==> config.mk <==
export PLATFORM = sky130hd
export DESIGN_NAME = present_seq_ctrl
export DESIGN_NICKNAME = d
export VERILOG_FILES = /design/src/rtl/present_seq_ctrl.sv
export SDC_FILE = /design/constraint.sdc
export NUM_CORES = 1
export LEC_CHECK = 0
export CAP_MARGIN = 30
export CORE_UTILIZATION = 40
export DETAILED_ROUTE_END_ITERATION = 10
export PLACE_DENSITY_LB_ADDON = 0.2
export SLEW_MARGIN = 10
export SYNTH_ARGS = -nofsm -noshare
export SYNTH_HDL_FRONTEND = slang
export SYNTH_SLANG_ARGS = --single-unit
==> constraint.sdc <==
create_clock -name clk -period 1.46 [get_ports clk]
set_input_delay 0.438 -clock clk [delete_from_list [all_inputs] [get_ports clk]]
set_output_delay 0.438 -clock clk [all_outputs]
set_load 0.01 [all_outputs]
==> src/rtl/present_seq_ctrl.sv <==
// Sequencing controller for an iterative PRESENT-80 datapath: it loads two 32-bit input
// words, runs ROUNDS round cycles plus a final whitening, then hands out two output words.
module present_seq_ctrl #(
   parameter int ROUNDS = 31,
   parameter int CW     = 16
) (
   input  logic          clk,
   input  logic          rst,
   input  logic          din_valid,
   output logic          din_ready,
   input  logic          abort,
   input  logic          dout_ready,
   output logic          ld_hi,
   output logic          ld_lo,
   output logic          round_en,
   output logic [4:0]    round_cnt,
   output logic          final_xor,
   output logic          dout_sel,
   output logic          dout_valid,
   output logic          done1,
   output logic          done2,
   output logic          busy,
   output logic [3:0]    state,
   output logic [CW-1:0] blk_cnt
);

   typedef enum logic [3:0] {
      IDLE    = 4'd0,
      LOAD_LO = 4'd1,
      ROUND   = 4'd2,
      FINAL   = 4'd3,
      OUT_HI  = 4'd4,
      OUT_LO  = 4'd5
   } state_t;

   localparam logic [4:0] LAST_ROUND = 5'(ROUNDS);

   state_t     state_q;
   state_t     state_d;
   logic [4:0] cnt_q;
   logic [4:0] cnt_d;
   logic       blk_inc;

   always_ff @(posedge clk or posedge rst) begin
      if (rst) begin
         state_q <= IDLE;
         cnt_q   <= 5'd0;
         blk_cnt <= '0;
      end else begin
         state_q <= state_d;
         cnt_q   <= cnt_d;
         if (blk_inc) begin
            blk_cnt <= blk_cnt + CW'(1);
         end
      end
   end

   // abort overrides every transition; the round counter is nonzero only inside ROUND
   always_comb begin
      state_d = state_q;
      cnt_d   = 5'd0;
      blk_inc = 1'b0;
      if (abort) begin
         state_d = IDLE;
      end else begin
         case (state_q)
            IDLE: begin
               if (din_valid) begin
                  state_d = LOAD_LO;
               end
            end
            LOAD_LO: begin
               if (din_valid) begin
                  state_d = ROUND;
                  cnt_d   = 5'd1;
               end
            end
            ROUND: begin
               if (cnt_q == LAST_ROUND) begin
                  state_d = FINAL;
               end else begin
                  cnt_d = cnt_q + 5'd1;
               end
            end
            FINAL: begin
               state_d = OUT_HI;
            end
            OUT_HI: begin
               if (dout_ready) begin
                  state_d = OUT_LO;
               end
            end
            OUT_LO: begin
               if (dout_ready) begin
                  state_d = IDLE;
                  blk_inc = 1'b1;
               end
            end
            default: begin
               state_d = IDLE;
            end
         endcase
      end
   end

   // Datapath strobes decode straight from the state register so they cannot glitch
   always_comb begin
      round_en   = 1'b0;
      final_xor  = 1'b0;
      dout_sel   = 1'b0;
      dout_valid = 1'b0;
      done1      = 1'b0;
      done2      = 1'b0;
      case (state_q)
         ROUND:   round_en = 1'b1;
         FINAL:   final_xor = 1'b1;
         OUT_HI: begin
            dout_valid = 1'b1;
            done1      = 1'b1;
         end
         OUT_LO: begin
            dout_sel   = 1'b1;
            dout_valid = 1'b1;
            done2      = 1'b1;
         end
         default: ;
      endcase
   end

   assign busy      = (state_q != IDLE);
   assign din_ready = !rst && ((state_q == IDLE) || (state_q == LOAD_LO));
   assign ld_hi     = din_valid && din_ready && !abort && (state_q == IDLE);
   assign ld_lo     = din_valid && din_ready && !abort && (state_q == LOAD_LO);
   assign round_cnt = cnt_q;
   assign state     = state_q;

endmodule

==> summary.txt, run 1 <==
Cells and area
  – Fill cells: 185
  – Design Area, Final: 0.00221 mm^2
  – Non-Filler Instances: 232
  – Area Overhead vs Synth: 81.4%
  – N_diodes: 0
  – Layout cell share with drive strength beyond 1: 0.527
  – Final nets: 210

Synth
  – Yosys top cell by area: dfrtp_1
  – Area contributors post-synth: dfrtp_1 (49%), xnor2_1 (7.9%), xor2_1 (5.0%)
  – Top-count cell post-synth: dfrtp_1
  – Post-synth design cell area: 0.00122 mm^2
  – Post-synthesis sequential area ratio: 0.493
  – Top cell type's share of synthesized area: 0.493
  – Asr flop ratio synth: 1.00
  – Flip-flop and latch count after synthesis: 24
  – Syn nets: 117
  – Cells after synthesis: 109
  – Number of synthesized flops with an enable pin: 0
  – Synth Flop Type: dfrtp_1
  – Post-synth cell types: 34
  – Avg Cell Area, Syn: 11.2 um^2
  – Synth cell count leaders: dfrtp_1 (24), xnor2_1 (11), nor2_1 (9)
  – Synth warn: 0

STA
  – Skew final: 0.00441 ns
  – Period utilization: 1.36
  – Final hold slack: 0.282 ns
  – Final Hold Viols: 0
  – Unrepaired setup endpoints after global routing: yes
  – Fmax: 0.503 GHz
  – # setup viols final: 30
  – Slew Limit Fails: 0
  – Setup WS post-layout: -0.527 ns
  – Final min period: 1.99 ns

Die
  – Die ar.: 0.00327 mm^2
  – Initial Utilization: 0.431
  – Die width: 57.2 um
  – Core ar.: 0.00283 mm^2
  – Std cell rows: 19
  – IO Count: 40
  – Die Height: 57.2 um

Critical path
  – Crit path buf inv count: 1
  – Critical Path RT: 1.02 ns
  – Critical path endpoint category: output port
  – FF-to-FF Start: state[2]$_DFFE_PP0P_
  – Arr. time, crit path: 1.55 ns
  – Startpoint Class: flip-flop
  – Max FO, Critical Path: 3
  – Family with the most delay on the worst path: simple AND/OR/NAND/NOR gates
  – Max incr delay on CP: 0.44 ns
  – CP Class: reg2out
  – Beginning of the critical path: state[1]$_DFFE_PP0P_
  – Slowest stage cell, crit path: dfrtp_1
  – Crit-path cells: or3_4 > nor4b_4 > buf_2

CTS
  – CTS clk-pin slew, worst paths: 0.14 ns
  – CTS Buffer Depth: 2
  – CTS tree: yes
  – CTS buffer count: 3
  – Clk_lat worst skew: 0.32 ns
  – Sink Count: 24
  – H-tree depth: 1
  – Hold buffers post-CTS: 0
  – Clock root buffer: clkbuf_4

Place
  – Placer Congestion: 0.820
  – DP HPWL: 2.12 mm
  – Pre-CTS setup slack: -1.09 ns
  – Placed cell area: 0.00177 mm^2
  – IO Port Bufs: 38
  – Dpl cells: 192

Worst hold path
  – HP Class: in2async

Drt
  – Drt wl/cell: 16.3 um
  – Vias per cell: 5.09
  – Drt drc: 1
  – Drt initial violations: 45
  – Total wire length: 3.79 mm
  – Antenna-violating nets left: 0
  – Pre-antenna DRT Iters: 7
  – Total number of vias: 1182

Global routing
  – GR Overflow Total: 0
  – Vias in the first global route: 1153
  – Global-route wire length before repair: 5.49 mm
  – Initial antenna violation count: 0
  – Global Route Usage Sum: 0.219
  – Largest net degree at the start of global routing: 25

Run
  – Max Cap Viol: 0

Pwr
  – P per Cell Area: 613 mW/mm^2
  – Power, Total: 1.35 mW
  – Leakage: 1.13 nW
  – Peak VDD IR: 0.000617 V

Run status
  – Status: finished with violations
  – Failing checks: design-rule violations, negative setup slack
==> layout by cell type, fill, tap and decap left out, types with 2 or more instances in the layout <==
cell type,count
xor2_1,6
and2_1,2
clkbuf_2,2
buf_2,5
nand3_1,4
xnor2_1,11
inv_2,2
nand2_1,7
or3_4,3
buf_6,18
and4_1,3
dlygate4sd2_1,3
nor3_4,2
nor4_4,2
buf_4,45
clkdlybuf4s50_1,2
nand2b_4,2
clkbuf_4,3
nor2_1,5
nor2_4,4
nand4_1,3
ha_2,2
clkdlybuf4s15_1,16
dfrtp_1,24
==> per-stage QoR <==
step / util / setup TNS (ns)
3_5_place_dp: 0.627 / -14.64
2_1_floorplan: - / -0.480
3_3_place_gp: 0.627 / -13.80
4_1_cts: 0.710 / -5.90
6_report: 0.782 / -7.12
5_1_grt: 0.782 / -9.01
==> metal layers <==
metal | GRT usage | part of all wire | vias up
met4 | 0.0383 | 0.0095 | 0
li1 | - | - | 550
met2 | 0.400 | 0.56 | 32
met1 | 0.260 | 0.39 | 594
met5 | 0 | 0 | -
met3 | 0.0590 | 0.040 | 6
==> where the power goes <==
| part | leakage [nW] | total, mW | switching (mW) | internal, mW |
|---|---|---|---|---|
| Sequential | 0.334 | 0.686 | 0.00898 | 0.677 |
| Combinational | 0.773 | 0.308 | 0.140 | 0.168 |
| Clock | 0.0210 | 0.360 | 0.208 | 0.153 |
==> sequential cells by signal, indices dropped and copies added (netlist names) <==
signal	cells
blk_cnt	16
round_cnt	5
state	3
==> cell type report <==
| class | instances | area, um^2 | share of cell area |
|---|---|---|---|
| multi-input cells | 77 | 707 | 0.320 |
| well taps | 31 | 38.8 | 0.0175 |
| flip-flops and latches | 24 | 601 | 0.272 |
| clock buffers | 4 | 36.3 | 0.0164 |
| repair buffers | 93 | 817 | 0.370 |
| inverters | 3 | 11.3 | 0.00509 |
==> worst register-to-register path, stage by stage, from the launching register on <==
cell      delay (ns)
dfrtp_1         0.38
buf_4           0.11
buf_6           0.12
buf_8           0.12
nand4b_4        0.17
nor4_4          0.44
nand3_1         0.15
xnor2_1         0.14
==> path summary, 6_finish.rpt <==
| kind | depth (start not counted) | slack [ns] | end |
|---|---|---|---|
| worst max-delay path | 3 | -0.53 | ld_hi |
| worst min-delay path | 3 | 0.28 | blk_cnt[11]$_DFFE_PP0P_ |
| worst max register to register | 7 | -0.27 | blk_cnt[10]$_DFFE_PP0P_ |
| worst min register to register | 2 | 0.56 | blk_cnt[11]$_DFFE_PP0P_ |
| max in group asynchronous | 3 | 1.03 | blk_cnt[2]$_DFFE_PP0P_ |
| min in group clk | 2 | 0.56 | blk_cnt[11]$_DFFE_PP0P_ |
==> cells by family after synthesis <==
logic type,Yosys count,share of synthesized area
AOI/OAI and AO/OA,4,0.0216
muxes,2,0.0175
adders and majority gates,3,0.0308
xor gates and xnor gates,18,0.129
buffers and inverters,8,0.0411
DFF,24,0.493
other,1,0.00308
and+or+nand+nor,49,0.264
==> repair_timing <==
item | in CTS | in global routing
gates resized for setup | 92 | 56
pin swaps | 6 | 15
endpoints found under the setup margin | 53 | 53
cloned | 0 | 1
setup buffers | 25 | 12
No activity file was read; power rests on OpenSTA's default activity.
==> inputs of run 2 (changes only) <==
Settings changed: ABC_CLOCK_PERIOD_IN_PS from default to 1460, CAP_MARGIN 30 to 10.
==> results of run 2 <==
No change in the layout: final DEF, timing and power equal those of run 1.
==> inputs of run 3 (changes only) <==
Settings changed: ABC_CLOCK_PERIOD_IN_PS 1460 to 1970, CORE_UTILIZATION 40 to 45, HOLD_SLACK_MARGIN from default to 0.15.
Clock period 1.46 ns to 1.97 ns, I/O delays scaled along.
==> summary.txt, run 3 (synthesis gave the netlist of run 1 again) <==
CTS
  – CTS tree: yes
  – H-tree depth: 1 (unchanged)
  – CTS Buffer Depth: 2 (unchanged)
  – Clk_lat worst skew: 0.31 ns (about the same)
  – CTS buffer count: 3 (unchanged)
  – Clock root buffer: clkbuf_4
  – Sink Count: 24 (unchanged)
  – CTS clk-pin slew, worst paths: 0.12 ns (-0.02 ns)

Die
  – Initial Utilization: 0.483 (+0.0524)
  – Core ar.: 0.00252 mm^2 (-11%)
  – IO Count: 40 (unchanged)
  – Std cell rows: 18 (-1)
  – Die width: 54.0 um (-5.5%)
  – Die ar.: 0.00292 mm^2 (-11%)
  – Die Height: 54.0 um (-5.5%)

Global routing
  – Largest net degree at the start of global routing: 25 (unchanged)
  – Initial antenna violation count: 0 (unchanged)
  – Global-route wire length before repair: 4.23 mm (-23%)
  – Vias in the first global route: 960 (-17%)
  – Global Route Usage Sum: 0.203 (-0.0155)
  – GR Overflow Total: 0 (unchanged)

STA
  – Skew final: 0.00173 ns (-0.00268 ns)
  – Slew Limit Fails: 0 (unchanged)
  – Period utilization: 1.08
  – Final hold slack: 0.330 ns (+0.0476 ns)
  – Final min period: 2.13 ns
  – Fmax: 0.469 GHz
  – # setup viols final: 6 (-80%)
  – Setup WS post-layout: -0.163 ns (+0.364 ns)
  – Unrepaired setup endpoints after global routing: yes
  – Final Hold Viols: 0 (unchanged)

Pwr
  – Leakage: 0.902 nW (-20%)
  – NetSw: 0.229 mW (-36%)
  – Sw Share: 0.255 (-0.00786)
  – Sequential power share: 0.573 (+0.067)
  – P per Cell Area: 502 mW/mm^2 (-18%)
  – Combinational fraction of design power: 0.193 (-0.035)
  – Peak VDD IR: 0.000323 V (-48%)
  – Clock share of power: 0.234 (-0.032)
  – Power, Total: 0.896 mW (-34%)
  – Internal cell power: 0.667 mW (-33%)

Drt
  – Total number of vias: 1004 (-15%)
  – Vias per cell: 5.12 (+0.54%)
  – Antenna-violating nets left: 0 (unchanged)
  – Drt drc: 0 (-1)
  – Pre-antenna DRT Iters: 4 (-3)
  – Drt initial violations: 14 (-69%)
  – Drt wl/cell: 14.1 um (-14%)
  – Total wire length: 2.77 mm (-27%)

Cells and area
  – N_diodes: 0 (unchanged)
  – Area Overhead vs Synth: 46.5%
  – Most common cell after layout, fill and taps aside: clkdlybuf4s50_1
  – Most frequent cells in the layout: clkdlybuf4s50_1 (23), dfrtp_1 (21), buf_4 (20), xnor2_1 (11)
  – Non-Filler Instances: 196 (-16%)
  – Layout cell share with drive strength beyond 1: 0.301 (-0.226)
  – Largest register by flop count: blk_cnt
  – Max reg flops: 16 (unchanged)
  – Final nets: 176 (-16%)
  – Final core utilization: 0.708 (-0.0737)

Critical path
  – CP Class: in2out
  – FF-to-FF setup slack: 0.33 ns (+0.60 ns)
  – R2R depth: 6 (-1)
  – Startpoint Class: input port
  – Critical path endpoint category: output port
  – Arr. time, crit path: 1.54 ns (about the same)
  – Critical Path RT: 1.38 ns (+0.36 ns)
  – Max FO, Critical Path: 3 (unchanged)

Run status
  – Status: finished with violations
  – Failing checks: negative setup slack

Place
  – Pre-CTS setup slack: -0.847 ns (+0.246 ns)
  – Dpl cells: 186 (-3.1%)
  – Placer Congestion: 0.717 (-13%)
  – DP HPWL: 1.97 mm (-7.2%)
  – IO Port Bufs: 38 (unchanged)

Worst hold path
  – HP Class: in2async

Run
  – Max Cap Viol: 0 (unchanged)
==> run 3: critical path, cell delays in order <==
cell and delay [ns]:
buf_2 0.11, or3_4 0.41, nor4b_4 0.26, buf_2 0.17
==> run 3: worst paths after layout <==
check | from | to
max in group asynchronous | rst | blk_cnt[4]$_DFFE_PP0P_
min reg2reg | blk_cnt[15]$_DFFE_PP0P_ | blk_cnt[15]$_DFFE_PP0P_
max | rst | ld_hi
max reg2reg | state[1]$_DFFE_PP0P_ | round_cnt[0]$_DFF_PP0_
min | rst | state[1]$_DFFE_PP0P_
min in group clk | blk_cnt[15]$_DFFE_PP0P_ | blk_cnt[15]$_DFFE_PP0P_
==> run 3: final cells by class <==
cell class | instances | area, um^2
timing repair buffer | 59 | 499
inverter | 3 | 11.3
multi-input combinational | 77 | 611
tap | 30 | 37.5
sequential | 24 | 604
clock buffer | 3 | 22.5
fill | 206 | 737
==> run 3: power groups by stage <==
| stage | combinational, mW | sequential (mW) | clock (mW) |
|---|---|---|---|
| 2_1_floorplan | 0.0676 | 0.525 | 0 |
| 3_3_place_gp | 0.153 | 0.522 | 0 |
| 3_5_place_dp | 0.155 | 0.522 | 0 |
| 4_1_cts | 0.157 | 0.514 | 0.217 |
| 5_1_grt | 0.186 | 0.515 | 0.237 |
| 6_report | 0.173 | 0.514 | 0.210 |
==> run 3: timing repair <==
item,in CTS,in global routing
endpoints found under the setup margin,12,15
setup buffers,1,6
gates resized for setup,37,15
hold buffers,0,0
endpoints found under the hold margin,0,0
pin swaps,3,2
==> run 3: stage by stage <==
stage | setup TNS, ns | cell area [um^2]
finish | -0.694 | 1790
global placement | -3.12 | 1710
detailed placement | -3.65 | 1710
global route | -1.00 | 1790
floorplan | 0 | 1220
CTS | -0.811 | 1740
==> run 3: metal layers <==
metal  routed length, um  part of all wire  vias up  track usage
li1                    -                 -      481            -
met1                1270              0.46      498        0.248
met2                1410              0.51       23        0.352
met3                  74             0.027        2       0.0367
met4                  12            0.0043        0       0.0769
met5                   0                 0        -            0
